**src/rtl/pixel_segment_classifier_if.sv**
```systemverilog
// Pixel stream / segment result bundle for pixel_segment_classifier.
// Optional Show_BlackCnt member present when SEG_COUNT_EN is defined.
interface pixel_segment_classifier_if #(
    parameter int unsigned CNT_W = 4
) ();
    logic             PixelIN;
    logic             PixelIN_valid;
    logic [1:0]       Show_Data;
    logic             Show_Valid;
    logic             Show_Ready;
    logic             Overflow;
`ifdef SEG_COUNT_EN
    logic [CNT_W-1:0] Show_BlackCnt;
`endif

`ifdef SEG_COUNT_EN
    // Pixel source / result consumer side
    modport master (
        output PixelIN, PixelIN_valid, Show_Ready,
        input  Show_Data, Show_Valid, Overflow, Show_BlackCnt
    );
    // Classifier side
    modport slave (
        input  PixelIN, PixelIN_valid, Show_Ready,
        output Show_Data, Show_Valid, Overflow, Show_BlackCnt
    );
`else
    // Pixel source / result consumer side
    modport master (
        output PixelIN, PixelIN_valid, Show_Ready,
        input  Show_Data, Show_Valid, Overflow
    );
    // Classifier side
    modport slave (
        input  PixelIN, PixelIN_valid, Show_Ready,
        output Show_Data, Show_Valid, Overflow
    );
`endif
endinterface

```
**src/rtl/pixel_segment_classifier.sv**
```systemverilog
// Splits a serial binary pixel stream into WIN_LEN-pixel segments and
// classifies each as white / black / white-to-black / black-to-white.
// Results sit in a one-entry valid/ready register; a result that cannot be
// stored is dropped and flagged on the sticky Overflow output.
// Optional: define SEG_COUNT_EN to add Show_BlackCnt (black pixel count).
module pixel_segment_classifier #(
    parameter int unsigned WIN_LEN  = 8,
    parameter int unsigned CNT_W    = 4,
    parameter int unsigned EDGE_TOL = 1
) (
    input  logic                          PixelSeg_clk,
    input  logic                          PixelSeg_rst_n,
    pixel_segment_classifier_if.slave     seg
);
    localparam logic [CNT_W-1:0] LAST_IDX  = CNT_W'(WIN_LEN - 1);
    localparam logic [CNT_W-1:0] HALF_IDX  = CNT_W'(WIN_LEN / 2);
    localparam logic [CNT_W-1:0] WIN_CNT   = CNT_W'(WIN_LEN);
    localparam logic [CNT_W-1:0] SOLID_CNT = CNT_W'(WIN_LEN - EDGE_TOL);

    localparam logic [1:0] CODE_WHITE = 2'b00;
    localparam logic [1:0] CODE_W2B   = 2'b01;
    localparam logic [1:0] CODE_B2W   = 2'b10;
    localparam logic [1:0] CODE_BLACK = 2'b11;

    logic [CNT_W-1:0] idx_q, idx_d;
    logic [CNT_W-1:0] b_first_q, b_first_d;
    logic [CNT_W-1:0] b_second_q, b_second_d;
    logic [1:0]       data_q, data_d;
    logic             valid_q, valid_d;
    logic             ovf_q, ovf_d;
`ifdef SEG_COUNT_EN
    logic [CNT_W-1:0] blk_q, blk_d;
`endif

    logic             pix_blk_c;
    logic             first_half_c;
    logic             close_c;
    logic             load_ok_c;
    logic [CNT_W-1:0] b_first_n_c;
    logic [CNT_W-1:0] b_second_n_c;
    logic [CNT_W-1:0] b_tot_c;
    logic [CNT_W-1:0] w_tot_c;
    logic [1:0]       code_c;

    // Count update including the current pixel, and segment classification
    always_comb begin
        pix_blk_c    = seg.PixelIN_valid && seg.PixelIN;
        first_half_c = (idx_q < HALF_IDX);
        close_c      = seg.PixelIN_valid && (idx_q == LAST_IDX);
        b_first_n_c  = b_first_q  + CNT_W'(pix_blk_c &&  first_half_c);
        b_second_n_c = b_second_q + CNT_W'(pix_blk_c && !first_half_c);
        b_tot_c      = b_first_n_c + b_second_n_c;
        w_tot_c      = WIN_CNT - b_tot_c;

        code_c = CODE_WHITE;
        if (b_tot_c >= SOLID_CNT) begin
            code_c = CODE_BLACK;
        end else if (w_tot_c >= SOLID_CNT) begin
            code_c = CODE_WHITE;
        end else if (b_second_n_c > b_first_n_c) begin
            code_c = CODE_W2B;
        end else if (b_first_n_c > b_second_n_c) begin
            code_c = CODE_B2W;
        end else if (b_tot_c > w_tot_c) begin
            code_c = CODE_BLACK;
        end
    end

    // Next-state for the accumulator and the one-entry output register
    always_comb begin
        idx_d      = idx_q;
        b_first_d  = b_first_q;
        b_second_d = b_second_q;
        data_d     = data_q;
        valid_d    = valid_q;
        ovf_d      = ovf_q;
`ifdef SEG_COUNT_EN
        blk_d      = blk_q;
`endif
        load_ok_c  = !valid_q || seg.Show_Ready;

        if (seg.PixelIN_valid) begin
            if (close_c) begin
                idx_d      = '0;
                b_first_d  = '0;
                b_second_d = '0;
            end else begin
                idx_d      = idx_q + CNT_W'(1);
                b_first_d  = b_first_n_c;
                b_second_d = b_second_n_c;
            end
        end

        if (close_c && load_ok_c) begin
            data_d  = code_c;
            valid_d = 1'b1;
`ifdef SEG_COUNT_EN
            blk_d   = b_tot_c;
`endif
        end else if (close_c) begin
            // Held result not consumed: drop the new one
            ovf_d = 1'b1;
        end else if (valid_q && seg.Show_Ready) begin
            valid_d = 1'b0;
        end
    end

    // State registers
    always_ff @(posedge PixelSeg_clk or negedge PixelSeg_rst_n) begin
        if (!PixelSeg_rst_n) begin
            idx_q      <= '0;
            b_first_q  <= '0;
            b_second_q <= '0;
            data_q     <= CODE_WHITE;
            valid_q    <= 1'b0;
            ovf_q      <= 1'b0;
`ifdef SEG_COUNT_EN
            blk_q      <= '0;
`endif
        end else begin
            idx_q      <= idx_d;
            b_first_q  <= b_first_d;
            b_second_q <= b_second_d;
            data_q     <= data_d;
            valid_q    <= valid_d;
            ovf_q      <= ovf_d;
`ifdef SEG_COUNT_EN
            blk_q      <= blk_d;
`endif
        end
    end

    assign seg.Show_Data  = data_q;
    assign seg.Show_Valid = valid_q;
    assign seg.Overflow   = ovf_q;
`ifdef SEG_COUNT_EN
    assign seg.Show_BlackCnt = blk_q;
`endif

endmodule
```
**src/flat_wrapper.sv**
```systemverilog
// flat-port wrapper written by rule: the top's interface ports become plain ports
module pixel_segment_classifier_flat 
#(
    parameter int unsigned WIN_LEN  = 8,
    parameter int unsigned CNT_W    = 4,
    parameter int unsigned EDGE_TOL = 1
)
  (PixelSeg_clk, PixelSeg_rst_n, seg_PixelIN, seg_PixelIN_valid, seg_Show_Ready, seg_Show_Data, seg_Show_Valid, seg_Overflow);
  pixel_segment_classifier_if #(.CNT_W(CNT_W)) seg_i ();
  input  logic PixelSeg_clk;
  input  logic PixelSeg_rst_n;
  input wire logic [$bits(seg_i.PixelIN)-1:0] seg_PixelIN;
  input wire logic [$bits(seg_i.PixelIN_valid)-1:0] seg_PixelIN_valid;
  input wire logic [$bits(seg_i.Show_Ready)-1:0] seg_Show_Ready;
  output wire logic [$bits(seg_i.Show_Data)-1:0] seg_Show_Data;
  output wire logic [$bits(seg_i.Show_Valid)-1:0] seg_Show_Valid;
  output wire logic [$bits(seg_i.Overflow)-1:0] seg_Overflow;
  assign seg_i.PixelIN = seg_PixelIN;
  assign seg_i.PixelIN_valid = seg_PixelIN_valid;
  assign seg_i.Show_Ready = seg_Show_Ready;
  assign seg_Show_Data = seg_i.Show_Data;
  assign seg_Show_Valid = seg_i.Show_Valid;
  assign seg_Overflow = seg_i.Overflow;
  pixel_segment_classifier #(.WIN_LEN(WIN_LEN), .CNT_W(CNT_W), .EDGE_TOL(EDGE_TOL)) u_core (.PixelSeg_clk(PixelSeg_clk), .PixelSeg_rst_n(PixelSeg_rst_n), .seg(seg_i));
endmodule
```
**config.mk**
```make
export PLATFORM = sky130hd
export DESIGN_NAME = pixel_segment_classifier_flat
export DESIGN_NICKNAME = d
export VERILOG_FILES = /design/src/rtl/pixel_segment_classifier_if.sv /design/src/rtl/pixel_segment_classifier.sv /design/src/flat_wrapper.sv
export SDC_FILE = /design/constraint.sdc
export NUM_CORES = 1
export LEC_CHECK = 0
export ABC_AREA = 1
export BUFFER_PORTS_ARGS = -buffer_cell sky130_fd_sc_hd__buf_2
export CORE_ASPECT_RATIO = 0.5
export CORE_MARGIN = 4
export CORE_UTILIZATION = 39
export CTS_CLUSTER_DIAMETER = 150
export DETAILED_ROUTE_END_ITERATION = 12
export SETUP_SLACK_MARGIN = 0.05
export SYNTH_ARGS = -nofsm -noshare
export SYNTH_HDL_FRONTEND = slang
export SYNTH_SLANG_ARGS = --single-unit
```
**constraint.sdc**
```tcl
create_clock -name PixelSeg_clk -period 3.5 [get_ports PixelSeg_clk]
set_clock_uncertainty 0.1 [all_clocks]
set_input_delay 0.875 -clock PixelSeg_clk [delete_from_list [all_inputs] [get_ports PixelSeg_clk]]
set_output_delay 0.875 -clock PixelSeg_clk [all_outputs]
set_load 0.05 [all_outputs]
```
Word-level counts from Yosys, hierarchy flattened. Index checks and enable logic that the tools add are counted. W data, S select, Z words.

Logic and storage cells: 43. Input bits: 5. Output and inout port bits: 4. Register bits: 16.

Bitwise logic cells: 1. Reductions and logical operators: 12. Add/sub/neg operators: 5. Muxes and demuxes: 11. Eq/ne operators: 2. Order comparisons: 6.

Operator list (count): $gt A4 B4 Y1 (3); $mux W4 (3); $mux W2 (5); $add A4 B1 Y4 (2); $ge A4 B3 Y1 const B (2); $logic_and A1 B1 Y1 (6); $add A4 B1 Y4 const B (1); $add A4 B4 Y4 (1); $eq A4 B3 Y1 const B (1); $lt A4 B3 Y1 const B (1); $reduce_and A2 Y1 (2); $sub A4 B4 Y4 const A (1); $mux W1 (3); $logic_not A1 Y1 (2); $ne A2 B2 Y1 const B (1); $reduce_bool A2 Y1 (1); $logic_or A1 B1 Y1 (1); $not A1 Y1 (1).

Logic depth before layout (Yosys ltp).
Depth after elaboration: 12. Depth in mapped cells: 21. Gate-level depth less buffers: 20.

Least setup slack after synthesis. Ideal clock, no wire load.

Path type: input-to-reg. Start point: in seg_PixelIN_valid. End point: reg u_core.data_q[1] (netlist: u_core.seg.Show_Data[1]). Stages on the path: 21. Data required time: 3323 ps. Library setup time: 77 ps. Path buffers: 1. Path slack: 11 ps. Arrival time: 3312 ps. Path through: clkbuf_1 > nand2_1 > nor3_1 > ha_1 > ha_1 > xnor2_1 > inv_1 > ha_1 > inv_1 > nand2_1 > nand2_2 > ha_1 > inv_1 > nand3_1 > nand2_1 > nand2_1 > nand2_1 > nand2_1 > nand2_1 > nand3_1 > a21oi_1.

Longest elaborated chain between the ends: 11. Elaborated cells on any way between the ends: 19. Those cells by class: add/sub: 4; order compare: 5; mux: 5; reduce/logical: 5.

RTL lines: from (decl) (line flat_wrapper.sv:13) `input wire logic [$bits(seg_i.PixelIN_valid)-1:0] seg_PixelIN_valid;`; $logic_and A1 B1 Y1 (line pixel_segment_classifier.sv:47) `pix_blk_c = seg.PixelIN_valid && seg.PixelIN;`; $logic_and A1 B1 Y1, on equally long branches (line pixel_segment_classifier.sv:50, pixel_segment_classifier.sv:51); $add A4 B1 Y4, on equally long branches (line pixel_segment_classifier.sv:50, pixel_segment_classifier.sv:51); $add A4 B4 Y4 (line pixel_segment_classifier.sv:52) `b_tot_c = b_first_n_c + b_second_n_c;`; $sub A4 B4 Y4 (line pixel_segment_classifier.sv:53) `w_tot_c = WIN_CNT - b_tot_c;`; $gt A4 B4 Y1 (line pixel_segment_classifier.sv:64) `end else if (b_tot_c > w_tot_c) begin`; $mux W2 (line pixel_segment_classifier.sv:64); $mux W2 (line pixel_segment_classifier.sv:62) `end else if (b_first_n_c > b_second_n_c) begin`; $mux W2 (line pixel_segment_classifier.sv:60) `end else if (b_second_n_c > b_first_n_c) begin`; $mux W2 (line pixel_segment_classifier.sv:58) `end else if (w_tot_c >= SOLID_CNT) begin`; $mux W2 (line pixel_segment_classifier.sv:56) `if (b_tot_c >= SOLID_CNT) begin`; to (signal assigned) (line pixel_segment_classifier.sv:124) `data_q <= data_d;`; to (decl) (line pixel_segment_classifier.sv:28) `logic [1:0] data_q, data_d;`.

Parallel ways exist; a longest one is shown, timed or not. A chain may end at the register's enable or synchronous reset.

Worst setup path in the final report. Ends and elaborated chain as after synthesis.

==> flow_metrics.env <==
export IMPL_cp_buffers_inverters=4
export IMPL_cts_root_buf="clkbuf_8"
export IMPL_busiest_layer="met1"
export IMPL_critical_path_most_common_cell="nand2_1"
export IMPL_grt_use_met1_pct=16.9
export IMPL_final_setup_tns_ns=0
export IMPL_r2r_cells=19
export IMPL_rsz0062_at_grt="no"
export IMPL_avgSynthCellArea_um2=7.69
export IMPL_grt_util_met3_pct=3.25
export IMPL_min_path_cells=1
export IMPL_finalWirelength_um=1970
export IMPL_met2_usage_pct=16.4
export IMPL_finalCriticalPeriod_ns=3.19
export IMPL_fin_nets=179
export IMPL_synth_cell_area_um2=1110
export IMPL_synth_distinct_cells=22
export IMPL_outcome="complete, no violations"
export IMPL_grt_pass1_wl_um=3480
export IMPL_first_global_vias=762
export IMPL_ys_ff_latch=16
export IMPL_cts_tree="built"
export IMPL_fp_dieH_um=45.8
export IMPL_cts_buffers_inserted=3
export IMPL_gp_congestion=0.789
export IMPL_n_fill_cell=276
export IMPL_die_w_um=83.6
export IMPL_critPathCaptureType="flop"
export IMPL_final_cell_mix="nand2_1 (33), inv_1 (21), dfrtp_1 (16)"
export IMPL_initial_core_util_pct=41.8
export IMPL_finalHoldViolCount=0
export IMPL_place_ws_ns=-0.0179
export IMPL_synthesis_nets=163
export IMPL_dp_hpwl_um=1550
export IMPL_drtAntennaViolNets=0
export IMPL_max_slew_margin_rel_pct=76.1
export IMPL_clock_sinks=16
export IMPL_first_pass_iters=4
export IMPL_slowest_stage="ha_1"
export IMPL_wl_per_cell_um=10.1
export IMPL_yosysSeqAreaShare_pct=35.9
export IMPL_grt_max_degree=17
export IMPL_diodes=0
export IMPL_drive_above_1_share_pct=22.6
export IMPL_startpoint_type="input pin"
export IMPL_coreArea_um2=2670
export IMPL_hp_class="flop to flop"
export IMPL_max_stage_delay_ns=0.32
export IMPL_drv_cap=0
export IMPL_path_class="input pin to flop"
export IMPL_clk_pin_slew_ns=0.06
export IMPL_rows=13
export IMPL_finalSetupViolations=0
export IMPL_insertion_delay_ns=0.25
export IMPL_vias=878
export IMPL_port_buffers=8
export IMPL_clockBufferDepth=2
export IMPL_slew_viol_final=0
export IMPL_htree_levels=1
export IMPL_syn_to_final_growth_pct=18.1
export IMPL_required_ns=3.57
export IMPL_crit_fanout=4
export IMPL_yosys_warnings=0
export IMPL_crit_chain="buf_2 -> nand2_1 -> nor3_2 -> ha_2 -> ha_1 -> inv_1 -> ha_1 -> inv_1 -> nand2_1 -> nand2_2 -> nand2_4 -> ha_1 -> inv_1 -> nand3_1 -> nand2_1 -> nand2_1 -> nand2_1 -> nand2_1 -> nand2_1 -> nand3_1 -> a21oi_2"
export IMPL_die_area_um2=3830
export IMPL_crit_family="adder cells"
export IMPL_final_setup_worst_slack_ns=0.315
export IMPL_syn_inst=145
export IMPL_grt_total_usage_pct=11.6
export IMPL_via_per_inst=4.48
export IMPL_ioPinCount=9
export IMPL_layout_commonest_cell="nand2_1"
export IMPL_drc=0
export IMPL_grt_ovfl_total=0
export IMPL_fmax_ghz=0.314
export IMPL_tightest_slew_ns=0.359
export IMPL_drtIter0Drc=59
export IMPL_cp_depth=21
export IMPL_worst_ep_arrival_time_ns=3.26
export IMPL_antenna_found_initial=0
export IMPL_period_share_pct=91.0
export IMPL_cts_setup_buffers=0
==> logic make-up after synthesis <==
| group | share of synthesized area, % |
|---|---|
| adder cells (fa/ha/maj) | 14.6 |
| XOR/XNOR | 3.93 |
| buffers and inverters | 8.08 |
| AO/OA/AOI/OAI | 10.3 |
| flip-flops | 35.9 |
| AND/OR/NAND/NOR | 27.2 |
==> layout make-up <==
type	count	area, um2	share of cell area, %
Tap cell	37	46.3	3.52
Multi-Input combinational cell	105	672	51.0
Inverter	23	86.3	6.56
Clock buffer	3	41.3	3.14
Timing Repair Buffer	12	70.1	5.32
Sequential cell	16	400	30.4
==> per-stage QoR <==
step / cell area (um2) / util [%] / instances / hold slack (ns)
3_5_place_dp: 1230 / 46.0 / 193 / 0.357
4_1_cts: 1270 / 47.6 / 196 / 0.374
6_report: 1320 / 49.3 / 196 / 0.369
3_3_place_gp: 1230 / 46.0 / 193 / 0.354
2_1_floorplan: 1120 / - / 145 / 0.356
5_1_grt: 1320 / 49.3 / 196 / 0.405
==> worst reg2reg max path, delay by kind of cell, from the launching register on <==
family | cells | cell delay, ns
AOI/OAI and AO/OA | 2 | 0.21
adders and majority gates | 4 | 1.15
buffers and inverters | 3 | 0.24
DFF | 1 | 0.42
and+or+nand+nor | 10 | 0.68
==> synth_stat cells <==
library cell  count  area (um2)
a21oi_1           8        40.0
a21oi_2           1        8.76
clkbuf_1          1        3.75
dfrtp_1          16         400
ha_1             13         163
inv_1            22        82.6
inv_2             1        3.75
nand2_1          33         124
nand2_2           8        50.1
nand2_4           1        11.3
nand3_1          11        55.1
nand4_1           1        6.26
nor2_1            9        33.8
nor2_2            1        6.26
nor3_1            2        10.0
nor4_1            1        6.26
o211ai_1          1        7.51
o21ai_0           8        40.0
o21bai_1          1        7.51
o311a_2           1        11.3
xnor2_1           2        17.5
xor2_1            3        26.3
==> per-layer routing <==
| metal | share of wire, % | vias to the layer above |
|---|---|---|
| met1 | 54 | 378 |
| met4 | 0.71 | 0 |
| li1 | - | 492 |
| met5 | 0 | - |
| met3 | 2.7 | 2 |
| met2 | 42 | 6 |
==> flip-flops by register name, summed over array words and instances, names as in the netlist <==
register	cells
u_core.seg.Overflow	1
u_core.b_first_q	4
u_core.idx_q	4
u_core.seg.Show_Valid	1
u_core.seg.Show_Data	2
u_core.b_second_q	4
==> final timing paths <==
kind,from,end,slack (ns)
setup / recovery,seg_PixelIN_valid,u_core.seg.Show_Data[1]$_DFFE_PN0P_,0.31
min in group asynchronous,PixelSeg_rst_n,u_core.b_first_q[1]$_DFFE_PN0P_,0.43
hold / removal,u_core.seg.Overflow$_DFFE_PN0P_,u_core.seg.Overflow$_DFFE_PN0P_,0.37
setup reg to reg,u_core.idx_q[2]$_DFFE_PN0P_,u_core.seg.Show_Data[1]$_DFFE_PN0P_,0.63
max in group asynchronous,PixelSeg_rst_n,u_core.b_second_q[2]$_DFFE_PN0P_,2.61
hold reg to reg,u_core.seg.Overflow$_DFFE_PN0P_,u_core.seg.Overflow$_DFFE_PN0P_,0.37
==> what timing repair did <==
item,4_1_cts,5_1_grt
resized for setup,0,8
hold buffers,0,0
setup endpoints to repair,0,2
Power is not shown: default switching activity piles up to over one toggle a cycle in this logic, so the estimate is an artifact.
